===== src/rtl/aes_round_sched.sv =====
// Round scheduler/arbiter for a shared AES round datapath: round-robin grant between two
// requesters, round sequencing, and a complemented shadow state register that traps faults.
module aes_round_sched #(
  parameter int NUM_ROUNDS = 10
) (
  input  logic       clk,
  input  logic       rst,
  input  logic [1:0] req,
  input  logic       key_ready,
  input  logic       data_stable,
  output logic [1:0] grant,
  output logic       busy,
  output logic       load_state,
  output logic       round_en,
  output logic [3:0] round_index,
  output logic [1:0] round_type_sel,
  output logic       done,
  output logic       done_id,
  output logic       fsm_err
);

  localparam logic [2:0] S_IDLE     = 3'b000;
  localparam logic [2:0] S_WAIT_KEY = 3'b001;
  localparam logic [2:0] S_LOAD     = 3'b010;
  localparam logic [2:0] S_ROUND    = 3'b011;
  localparam logic [2:0] S_FINAL    = 3'b100;
  localparam logic [2:0] S_DONE     = 3'b101;
  localparam logic [2:0] S_ERR      = 3'b111;

  localparam logic [3:0] LAST_MID_IDX = 4'(NUM_ROUNDS - 1);
  localparam logic [3:0] FINAL_IDX    = 4'(NUM_ROUNDS);

  localparam logic [1:0] SEL_ARK   = 2'b00;
  localparam logic [1:0] SEL_MID   = 2'b01;
  localparam logic [1:0] SEL_FINAL = 2'b10;
  localparam logic [1:0] SEL_IDLE  = 2'b11;

  // Handshake: req is a level held by the requester until its done pulse; grant is the
  // registered one-hot owner. A request is only arbitrated while the FSM sits in IDLE.

  logic [2:0] state_q, state_d;
  logic [2:0] shadow_q, shadow_d;
  logic       owner_q, owner_d;
  logic       last_served_q, last_served_d;
  logic [3:0] idx_q, idx_d;
  logic [1:0] grant_q, grant_d;
  logic       busy_q, busy_d;
  logic       load_state_q, load_state_d;
  logic       round_en_q, round_en_d;
  logic [1:0] sel_q, sel_d;
  logic       done_q, done_d;
  logic       done_id_q, done_id_d;
  logic       fsm_err_q, fsm_err_d;
  logic       integrity_err;
  logic       job_active;

  always_comb begin
    integrity_err = (state_q != ~shadow_q) || (state_q == 3'b110);
    state_d       = state_q;
    owner_d       = owner_q;
    last_served_d = last_served_q;
    idx_d         = idx_q;
    if (integrity_err) begin
      state_d = S_ERR;
      idx_d   = 4'd0;
    end else begin
      case (state_q)
        S_IDLE: begin
          idx_d = 4'd0;
          if (req != 2'b00) begin
            state_d = S_WAIT_KEY;
            case (req)
              2'b01:   owner_d = 1'b0;
              2'b10:   owner_d = 1'b1;
              default: owner_d = ~last_served_q;
            endcase
          end
        end
        S_WAIT_KEY: begin
          // An owner withdrawing before LOAD aborts cleanly; fairness state is left alone.
          if (!req[owner_q]) begin
            state_d = S_IDLE;
          end else if (key_ready && data_stable) begin
            state_d = S_LOAD;
          end
        end
        S_LOAD: begin
          state_d = S_ROUND;
          idx_d   = 4'd1;
        end
        S_ROUND: begin
          if (key_ready) begin
            idx_d = idx_q + 4'd1;
            if (idx_q == LAST_MID_IDX) begin
              state_d = S_FINAL;
            end
          end
        end
        S_FINAL: begin
          idx_d = FINAL_IDX;
          if (key_ready) begin
            state_d = S_DONE;
          end
        end
        S_DONE: begin
          last_served_d = owner_q;
          state_d       = S_IDLE;
          idx_d         = 4'd0;
        end
        S_ERR: begin
          state_d = S_ERR;
          idx_d   = 4'd0;
        end
        default: begin
          state_d = S_ERR;
          idx_d   = 4'd0;
        end
      endcase
    end
  end

  // Outputs are decoded from the next state so every port comes straight from a flop.
  always_comb begin
    shadow_d     = ~state_d;
    job_active   = (state_d == S_WAIT_KEY) || (state_d == S_LOAD) || (state_d == S_ROUND) ||
                   (state_d == S_FINAL) || (state_d == S_DONE);
    busy_d       = job_active;
    grant_d      = 2'b00;
    if (job_active) begin
      grant_d = owner_d ? 2'b10 : 2'b01;
    end
    load_state_d = (state_d == S_LOAD);
    round_en_d   = (state_d == S_LOAD) ||
                   (((state_d == S_ROUND) || (state_d == S_FINAL)) && key_ready);
    case (state_d)
      S_LOAD:  sel_d = SEL_ARK;
      S_ROUND: sel_d = SEL_MID;
      S_FINAL: sel_d = SEL_FINAL;
      S_DONE:  sel_d = SEL_FINAL;
      default: sel_d = SEL_IDLE;
    endcase
    done_d    = (state_d == S_DONE);
    done_id_d = (state_d == S_DONE) ? owner_q : 1'b0;
    fsm_err_d = (state_d == S_ERR);
  end

  always_ff @(posedge clk) begin
    if (rst) begin
      state_q       <= S_IDLE;
      shadow_q      <= ~S_IDLE;
      owner_q       <= 1'b0;
      last_served_q <= 1'b1;
      idx_q         <= 4'd0;
      grant_q       <= 2'b00;
      busy_q        <= 1'b0;
      load_state_q  <= 1'b0;
      round_en_q    <= 1'b0;
      sel_q         <= SEL_IDLE;
      done_q        <= 1'b0;
      done_id_q     <= 1'b0;
      fsm_err_q     <= 1'b0;
    end else begin
      state_q       <= state_d;
      shadow_q      <= shadow_d;
      owner_q       <= owner_d;
      last_served_q <= last_served_d;
      idx_q         <= idx_d;
      grant_q       <= grant_d;
      busy_q        <= busy_d;
      load_state_q  <= load_state_d;
      round_en_q    <= round_en_d;
      sel_q         <= sel_d;
      done_q        <= done_d;
      done_id_q     <= done_id_d;
      fsm_err_q     <= fsm_err_d;
    end
  end

  assign grant          = grant_q;
  assign busy           = busy_q;
  assign load_state     = load_state_q;
  assign round_en       = round_en_q;
  assign round_index    = idx_q;
  assign round_type_sel = sel_q;
  assign done           = done_q;
  assign done_id        = done_id_q;
  assign fsm_err        = fsm_err_q;

endmodule

===== config.mk =====
export PLATFORM = sky130hd
export DESIGN_NAME = aes_round_sched
export DESIGN_NICKNAME = d
export VERILOG_FILES = /design/src/rtl/aes_round_sched.sv
export SDC_FILE = /design/constraint.sdc
export NUM_CORES = 1
export LEC_CHECK = 0
export ABC_AREA = 0
export BUFFER_PORTS_ARGS = -buffer_cell sky130_fd_sc_hd__buf_2
export CAP_MARGIN = 20
export CORE_ASPECT_RATIO = 1.25
export CORE_MARGIN = 2
export CORE_UTILIZATION = 49
export DETAILED_ROUTE_END_ITERATION = 10
export GPL_TIMING_DRIVEN = 0
export PLACE_DENSITY = 0.77
export REMOVE_ABC_BUFFERS = 1
export SETUP_SLACK_MARGIN = 0.4
export SLEW_MARGIN = 0
export SYNTH_ARGS = -nofsm -noshare
export SYNTH_HDL_FRONTEND = slang
export SYNTH_SLANG_ARGS = --single-unit

===== constraint.sdc =====
create_clock -name clk -period 2.6 [get_ports clk]
set_input_delay 0.65 -clock clk [delete_from_list [all_inputs] [get_ports clk]]
set_output_delay 0.65 -clock clk [all_outputs]
set_load 0.01 [all_outputs]

Word level (Yosys, flattened, before mapping)
Cells that the tools add are included.
- $lt $le $gt $ge: 1
- bitwise logic cells: 7
- mux-type cells: 18
- reduce and logical (&&, ||, !) cells: 17
- $add $sub $neg: 1
- equality and inequality tests: 17
- operators by type and width (cell ; count):
    3-bit 2-to-1 mux ; 7
    3-bit == test, second input constant ; 6
    3-bit case mux with 6 select lines ; 1
    4-bit case mux with 4 select lines ; 1
    3-bit by 2-bit == test with 1-bit output, second input constant ; 4
    2-bit OR reduction ; 4
    1-bit logical OR ; 7
    3-bit by 1-bit == test with 1-bit output, second input constant ; 2
    3-bit inverter ; 2
    2-bit case mux with 3 select lines ; 1
    1-bit 2-to-1 mux ; 5
    1-bit inverter ; 5
    4-bit by 1-bit adder with 4-bit output, second input constant ; 1
    4-bit == test, second input constant ; 1
    4-bit 2-to-1 mux ; 1
    2-bit AND reduction ; 2
    3-bit logical NOT ; 1
    3-bit != test ; 1
    2-bit by 1-bit == test with 1-bit output, second input constant ; 1
    2-bit == test, second input constant ; 1
    1-bit logical AND ; 2
    1-bit by 2-bit < comparator with 1-bit output, second input constant ; 1
    2-bit 2-to-1 mux ; 1
    2-bit != test, second input constant ; 1
    2 further kinds ; 2
- logic and storage cells: 74
- output and inout bits: 14
- register bits: 22

Depth between registers and ports, before layout
Gate-level depths: netlist of the first run.
- depth after elaboration: 12
- mapped depth: 6
- mapped depth without buffers: 6

Least setup slack after synthesis of the first run
OpenSTA, ideal clock, no wires.
- path type: input to register
- from: in req[0]
- to: reg grant_q[1] (netlist: grant[1])
- buffers on the path: 0
- arrival time: 1.932 ns
- stages: 6
- path slack: 0.532 ns
- library setup time: 0.136 ns
- required time: 2.464 ns
- cells stage by stage: inv_1 > ha_1 > or4b_4 > nor4b_4 > mux2i_1 > nor2_1
- word-level cells in the longest chain between the ends: 12
- elaborated cells between the ends (all ways): 25
- ends and longest elaborated chain (what ; RTL line ; RTL):
    start: declaration ; 8 ; input logic [1:0] req,
    1-bit 2-to-1 mux (not written as such) (2 in a row) ; 81 ; if (!req[owner_q]) begin
    3-bit 2-to-1 mux ; 81 ;
    3-bit case mux with 6 select lines ; 67 ; case (state_q)
    3-bit 2-to-1 mux ; 63 ; if (integrity_err) begin
    3-bit by 1-bit == test with 1-bit output / 3-bit by 2-bit == test with 1-bit output (equally long branches) ; 125 ; job_active = (state_d == S_WAIT_KEY) || (state_d == S_LOAD) || (state_d == S_ROUND) ||
    1-bit logical OR (3 in a row) ; 125 ;
    1-bit logical OR ; 126 ; (state_d == S_FINAL) || (state_d == S_DONE);
    1-bit inverter (no line) ; -- ;
    2-bit OR reduction (no line) ; -- ;
    end signal: assignment ; 168 ; grant_q <= grant_d;
    end: declaration ; 46 ; logic [1:0] grant_q, grant_d;
Parallel ways exist; a longest one is shown, timed or not. The select of a mux whose other input is x is not followed.
A chain may end at the register's enable or synchronous reset.

Worst setup path in the final report of the first run
Same ends and word-level chain as after synthesis.

==> run metrics, run 1 <==
Max Freq around 500 MHz; Hold WC Path Type flop to flop; part of the power in registers 0.518; DRT Wirelength 2000 µm; clock buffer count from CTS 3; Worst path max stage delay 0.50 ns; sw frac 0.242; Routed Antenna Nets 0; most numerous cell in the Yosys netlist dfxtp_1; pwr/cell area 614 nW/µm²; Clock Path Buffers 2; grt total ovfl 0; yosys synthesis warning count 0; DRC 0; CTS tree yes; Register Area 440 µm²; setup ws final 0.595 ns; First-pass DRT Iterations 4; post-synthesis sequential area ratio 0.427; fin cells between 150 and 200; vias in the first global route 831; Post-DP HPWL 1540 µm; final setup fails 0; Startpoint Class input pin; post-placement cell count 147; Synth top area share 0.427; P_int 0.000544 W; vias per cell 5.83; Slew HR 0.570; # IOs 20; Post-Route Skew approximately 0.0047 ns; Area growth, synth to finish 13.3%; buffer count from post-CTS setup fixing 0; core box area a little under 2000 µm²; synth unique cells 35; latest clock arrival within the worst-skew pair about 0.31 ns; CP Cell Sequence buf_2 > inv_1 > ha_1 > or4b_4 > nor4b_4 > mux2i_1 > nor2_1; Total GRT Usage 0.178; RSZ-0062 raised after global routing false; htree depth 1; synthesized area per cell 9.13 µm²; NetSw around 0.00017 W; Leak between 0.4 and 0.5 nW; first-pass GRT wire length 3370 µm; initial antenna violation count 0; pin count of the biggest net entering global routing 17; cells after synthesis 113; fin nets between 100 and 150; Placement Setup Slack 0.297 ns; Slew Viols, Final 0; Die Area 2490 µm²; Post-synth EDFFs 0; Final Hold Fails 0; proportion of layout cells with a drive suffix above 1 0.191; cell taking the most area after synthesis dfxtp_1; CP Max Fanout 3; Buf/Inv on CP 2; footprint of the multi-input gates about 520 µm²; Worst setup EP type flop; synth cell count leaders 22 x dfxtp_1, 9 x inv_1, 7 x a21oi_1, 7 x nand2_1, 7 x nor2_1; TNS Setup 0 ns; CTS clk-pin slew, worst paths 0.11 ns; Final min period 2.01 ns; routability cong. 0.846; Initial Util 0.521; Die Width roughly 45 µm; final core area utilization 0.590; Sink Count 22; Initial DRC Count 8; kind of critical path input pin to flop; Comb pwr share 0.120; worst hold slack 0.542 ns; Worst Tran Pin Value 0.637 ns; delay-heaviest family, CP simple AND/OR/NAND/NOR gates; FFs w/ async S/R, synth 0; FF+latch count, synth 22; fillers 179; Via Count slightly below 900; Area contributors post-synth dfxtp_1 43%, ha_1 4.8%, a21oi_1 3.4%, inv_1 3.3%, a211oi_1 2.9%; maximum vdd drop around 0.46 mV; CP max-delay cell or4b_4; Clk network pwr share 0.362; status complete, no violations; Most used DFF post-synth dfxtp_1; IO buf count 19; hold buffer count at CTS 0; CP required ~2.8 ns; row count 18; CTS Root Buffer Type clkbuf_4; Max Cap Viol 0; Arr. time, crit path around 2.2 ns; # resized after CTS 0; Routed WL per cell roughly 13 µm; ant diodes 0; die height 55.3 µm; Synth Cell Area 1030 µm²; final worst path period share 0.771
-- metrics by stage --
stage / total power [W] / area [µm²]
after global routing: 0.000750 / 1170
after detailed placement: 0.000466 / 1120
after global placement: 0.000462 / 1120
after CTS: 0.000723 / 1170
after floorplan: 0.000436 / 997
final: 0.000718 / 1170
-- cells by family (layout without fill, tap and decap cells) --
kind of cell / count (synthesis) / count (layout) / synth area share
AO/OA/AOI/OAI: 29 / 29 / 0.188
XOR/XNOR: 3 / 3 / 0.0255
adder cells (fa/ha/maj): 4 / 4 / 0.0485
buffers and inverters: 14 / 32 / 0.0667
flip-flops: 22 / 22 / 0.427
multiplexers: 2 / 2 / 0.0194
AND/OR/NAND/NOR: 39 / 39 / 0.225
-- worst paths after layout --
path | start | endpoint | slack, ns | cells past startpoint
setup / recovery | req[0] | grant[1] | 0.59 | 7
hold / removal | last_served_q | last_served_q | 0.54 | 2
setup reg to reg | state_q[1] | grant[0] | 0.70 | 4
hold reg to reg | last_served_q | last_served_q | 0.54 | 2
-- final cells by class --
| type | instances | area share |
|---|---|---|
| clock buffer | 3 | 0.0193 |
| clock inverter | 1 | 0.0257 |
| inverter | 9 | 0.0289 |
| multi-input combinational | 77 | 0.447 |
| sequential | 22 | 0.376 |
| tap | 20 | 0.0214 |
| timing repair buffer | 19 | 0.0813 |
-- power by group through the flow --
| stage | registers (W) | logic, W | clock network [W] |
|---|---|---|---|
| after floorplan | 0.000376 | 0.0000600 | 0 |
| final | 0.000372 | 0.0000863 | 0.000260 |
| after detailed placement | 0.000379 | 0.0000865 | 0 |
| after global placement | 0.000378 | 0.0000833 | 0 |
| after global routing | 0.000375 | 0.0000977 | 0.000277 |
| after CTS | 0.000372 | 0.0000869 | 0.000265 |
-- cell usage in the layout, fill, tap and decap left out, drive strengths merged, types with 3 or more instances in the layout --
cell type / n
dfxtp: 22
buf: 19
inv: 9
nand2: 7
nor2: 7
a21oi: 7
nor3: 5
o21ai: 5
a211oi: 4
a21o: 4
ha: 4
o21a: 3
nand2b: 3
clkbuf: 3
-- sequential cells by signal (all words and copies together) (netlist names) --
signal / count
load_state: 1
grant: 2
shadow_q: 3
done_id: 1
state_q: 3
busy: 1
done: 1
fsm_err: 1
owner_q: 1
round_en: 1
round_index: 4
last_served_q: 1
round_type_sel: 2
-- per-layer routing --
metal  GRT usage  vias up  routed length (µm)
li1            -      438                   -
met2       0.320       28                1130
met5           0        -                   0
met1       0.193      410                 761
met4      0.0756        0                  40
met3      0.0294        5                  71
-- worst min-delay path, stage by stage, from the launching register on --
cell      delay [ns]
dfxtp_1         0.35
o21ai_0         0.08
o311ai_0        0.09
No activity file was read; power rests on OpenSTA's default activity.
==> run 2: changes to the inputs <==
--- a/config.mk
+++ b/config.mk
@@ -10,7 +10,7 @@
 export CAP_MARGIN = 20
 export CORE_ASPECT_RATIO = 1.25
 export CORE_MARGIN = 2
-export CORE_UTILIZATION = 49
+export CORE_UTILIZATION = 47
 export DETAILED_ROUTE_END_ITERATION = 10
 export GPL_TIMING_DRIVEN = 0
 export PLACE_DENSITY = 0.77
==> constraint.sdc (replaced) <==
create_clock -name clk -period 1.75 [get_ports clk]
set_input_delay 0.4375 -clock clk [delete_from_list [all_inputs] [get_ports clk]]
set_output_delay 0.4375 -clock clk [all_outputs]
set_load 0.01 [all_outputs]
==> run metrics, run 2 (synthesized netlist as in run 1, its figures left out) <==
status complete, no violations; final setup fails 0 (unchanged); vias per cell 5.79 (-0.75%); pwr/cell area 792 nW/µm² (+29%); Max Cap Viol 0 (unchanged); # IOs 20 (unchanged); Post-Route Skew 0.0146 ns (+0.00991 ns); DRT Wirelength 2790 µm (+39%); Routed WL per cell 16.2 µm (+22%); First-pass DRT Iterations 4 (unchanged); fin nets 163 (+15%); Final min period 1.75 ns; Routed Antenna Nets 0 (unchanged); Final Hold Fails 0 (unchanged); maximum vdd drop 0.681 mV (+47%); IO buf count 19 (unchanged); met2 usage 0.377 (+0.0566); Max Freq 573 MHz; routability cong. 0.800 (-5.5%); CP required 1.97 ns (-0.82 ns); Die Width 45.9 µm (+1.9%); core box area 2030 µm² (+2.3%); Total GRT Usage 0.247 (+0.0687); commonest non-fill, non-tap cells in the layout 17 x buf_2, 14 x dfxtp_1, 14 x buf_4; post-placement cell count 147 (unchanged); commonest non-fill, non-tap cell in the layout buf_2; fillers 121 (-32%); M3 GR Usage 0.0482 (+0.0188); die height 56.4 µm (+2.0%); grt total ovfl 0 (unchanged); Clock Path Buffers 2 (unchanged); first-pass GRT wire length 4590 µm (+36%); met1 usage 0.315 (+0.121); kind of critical path input pin to flop; Top Usage Layer GRT met2; Startpoint Class input pin; Reg2Reg Setup Slack 0.01 ns (-0.69 ns); max reg flops 4 (unchanged); htree depth 1 (unchanged); Sink Count 22 (unchanged); latest clock arrival within the worst-skew pair 0.33 ns (+0.02 ns); Worst Tran Pin Value 0.404 ns (-0.233 ns); CTS Root Buffer Type clkbuf_4; Area growth, synth to finish 51.4%; initial antenna violation count 0 (unchanged); DRC 0 (unchanged); Post-DP HPWL 1470 µm (-4.0%); pin count of the biggest net entering global routing 14 (-3); CTS tree yes; final core area utilization 0.771 (+0.181); Leak 0.661 nW (+32%); vias in the first global route 979 (+18%); RSZ-0062 raised after global routing true; Hold WC Path Type input pin to flop; Worst setup EP type flop; CP Max Fanout 2 (-1); Die Area 2590 µm² (+3.9%); Slew Viols, Final 0 (unchanged); Slew HR 0.729 (+0.159); CTS clk-pin slew, worst paths 0.13 ns (+0.02 ns); proportion of layout cells with a drive suffix above 1 0.526 (+0.335); row count 18 (unchanged); fin cells 172 (+14%); final worst path period share 0.998; clock buffer count from CTS 3 (unchanged); Arr. time, crit path 1.96 ns (-0.23 ns); Initial DRC Count 44 (+36); ant diodes 0 (unchanged); Via Count 996 (+13%); Initial Util 0.509 (-0.0116)
run 2: through the flow:
step / setup WS (ns) / hold slack (ns) / total power [W] / area (µm²) / TNS, ns
2_1_floorplan: -0.105 / 0.467 / 0.000648 / 997 / -0.181
3_3_place_gp: -0.299 / 0.501 / 0.000686 / 1120 / -1.35
3_5_place_dp: -0.335 / 0.518 / 0.000690 / 1120 / -1.70
4_1_cts: 0.0694 / 0.350 / 0.00120 / 1510 / 0
5_1_grt: -0.0597 / 0.373 / 0.00129 / 1560 / -0.142
6_report: 0.00407 / 0.366 / 0.00124 / 1560 / 0
run 2: per-layer routing:
metal	wire length, µm	vias to the layer above
met4	68	0
met1	1150	473
met3	134	10
met2	1440	40
li1	-	473
met5	0	-
run 2: timing repair:
item | in CTS | in global routing
pin swaps | 18 | 10
setup buffers | 19 | 2
endpoints found under the setup margin | 21 | 23
resized for setup | 49 | 11
hold buffers | 0 | 0
run 2: final timing paths:
check / to / start / cells after the start
setup / recovery: grant[1] / req[0] / 7
hold / removal: state_q[2] / rst / 2
setup reg to reg: grant[1] / state_q[0] / 4
hold reg to reg: round_index[0] / round_index[0] / 2
run 2: cell type report:
cell class	instances	area, µm²	share of cell area
multi-input cells	77	687	0.440
repair buffers	40	299	0.191
flip-flops and latches	22	460	0.295
clock inverters	1	30.0	0.0192
inverters	9	38.8	0.0248
well taps	20	25.0	0.0160
clock buffers	3	22.5	0.0144
run 2: power by group:
group	switching [W]	internal [W]
clock network	0.000167	0.000232
registers	0.0000261	0.000521
logic	0.000146	0.000146
total	0.000339	0.000899
run 2: worst max-delay path: stages:
cell and delay (ns):
buf_8 0.08, inv_4 0.03, ha_4 0.15, or4b_4 0.55, nor4b_4 0.35, mux2i_1 0.30, nor2_1 0.07
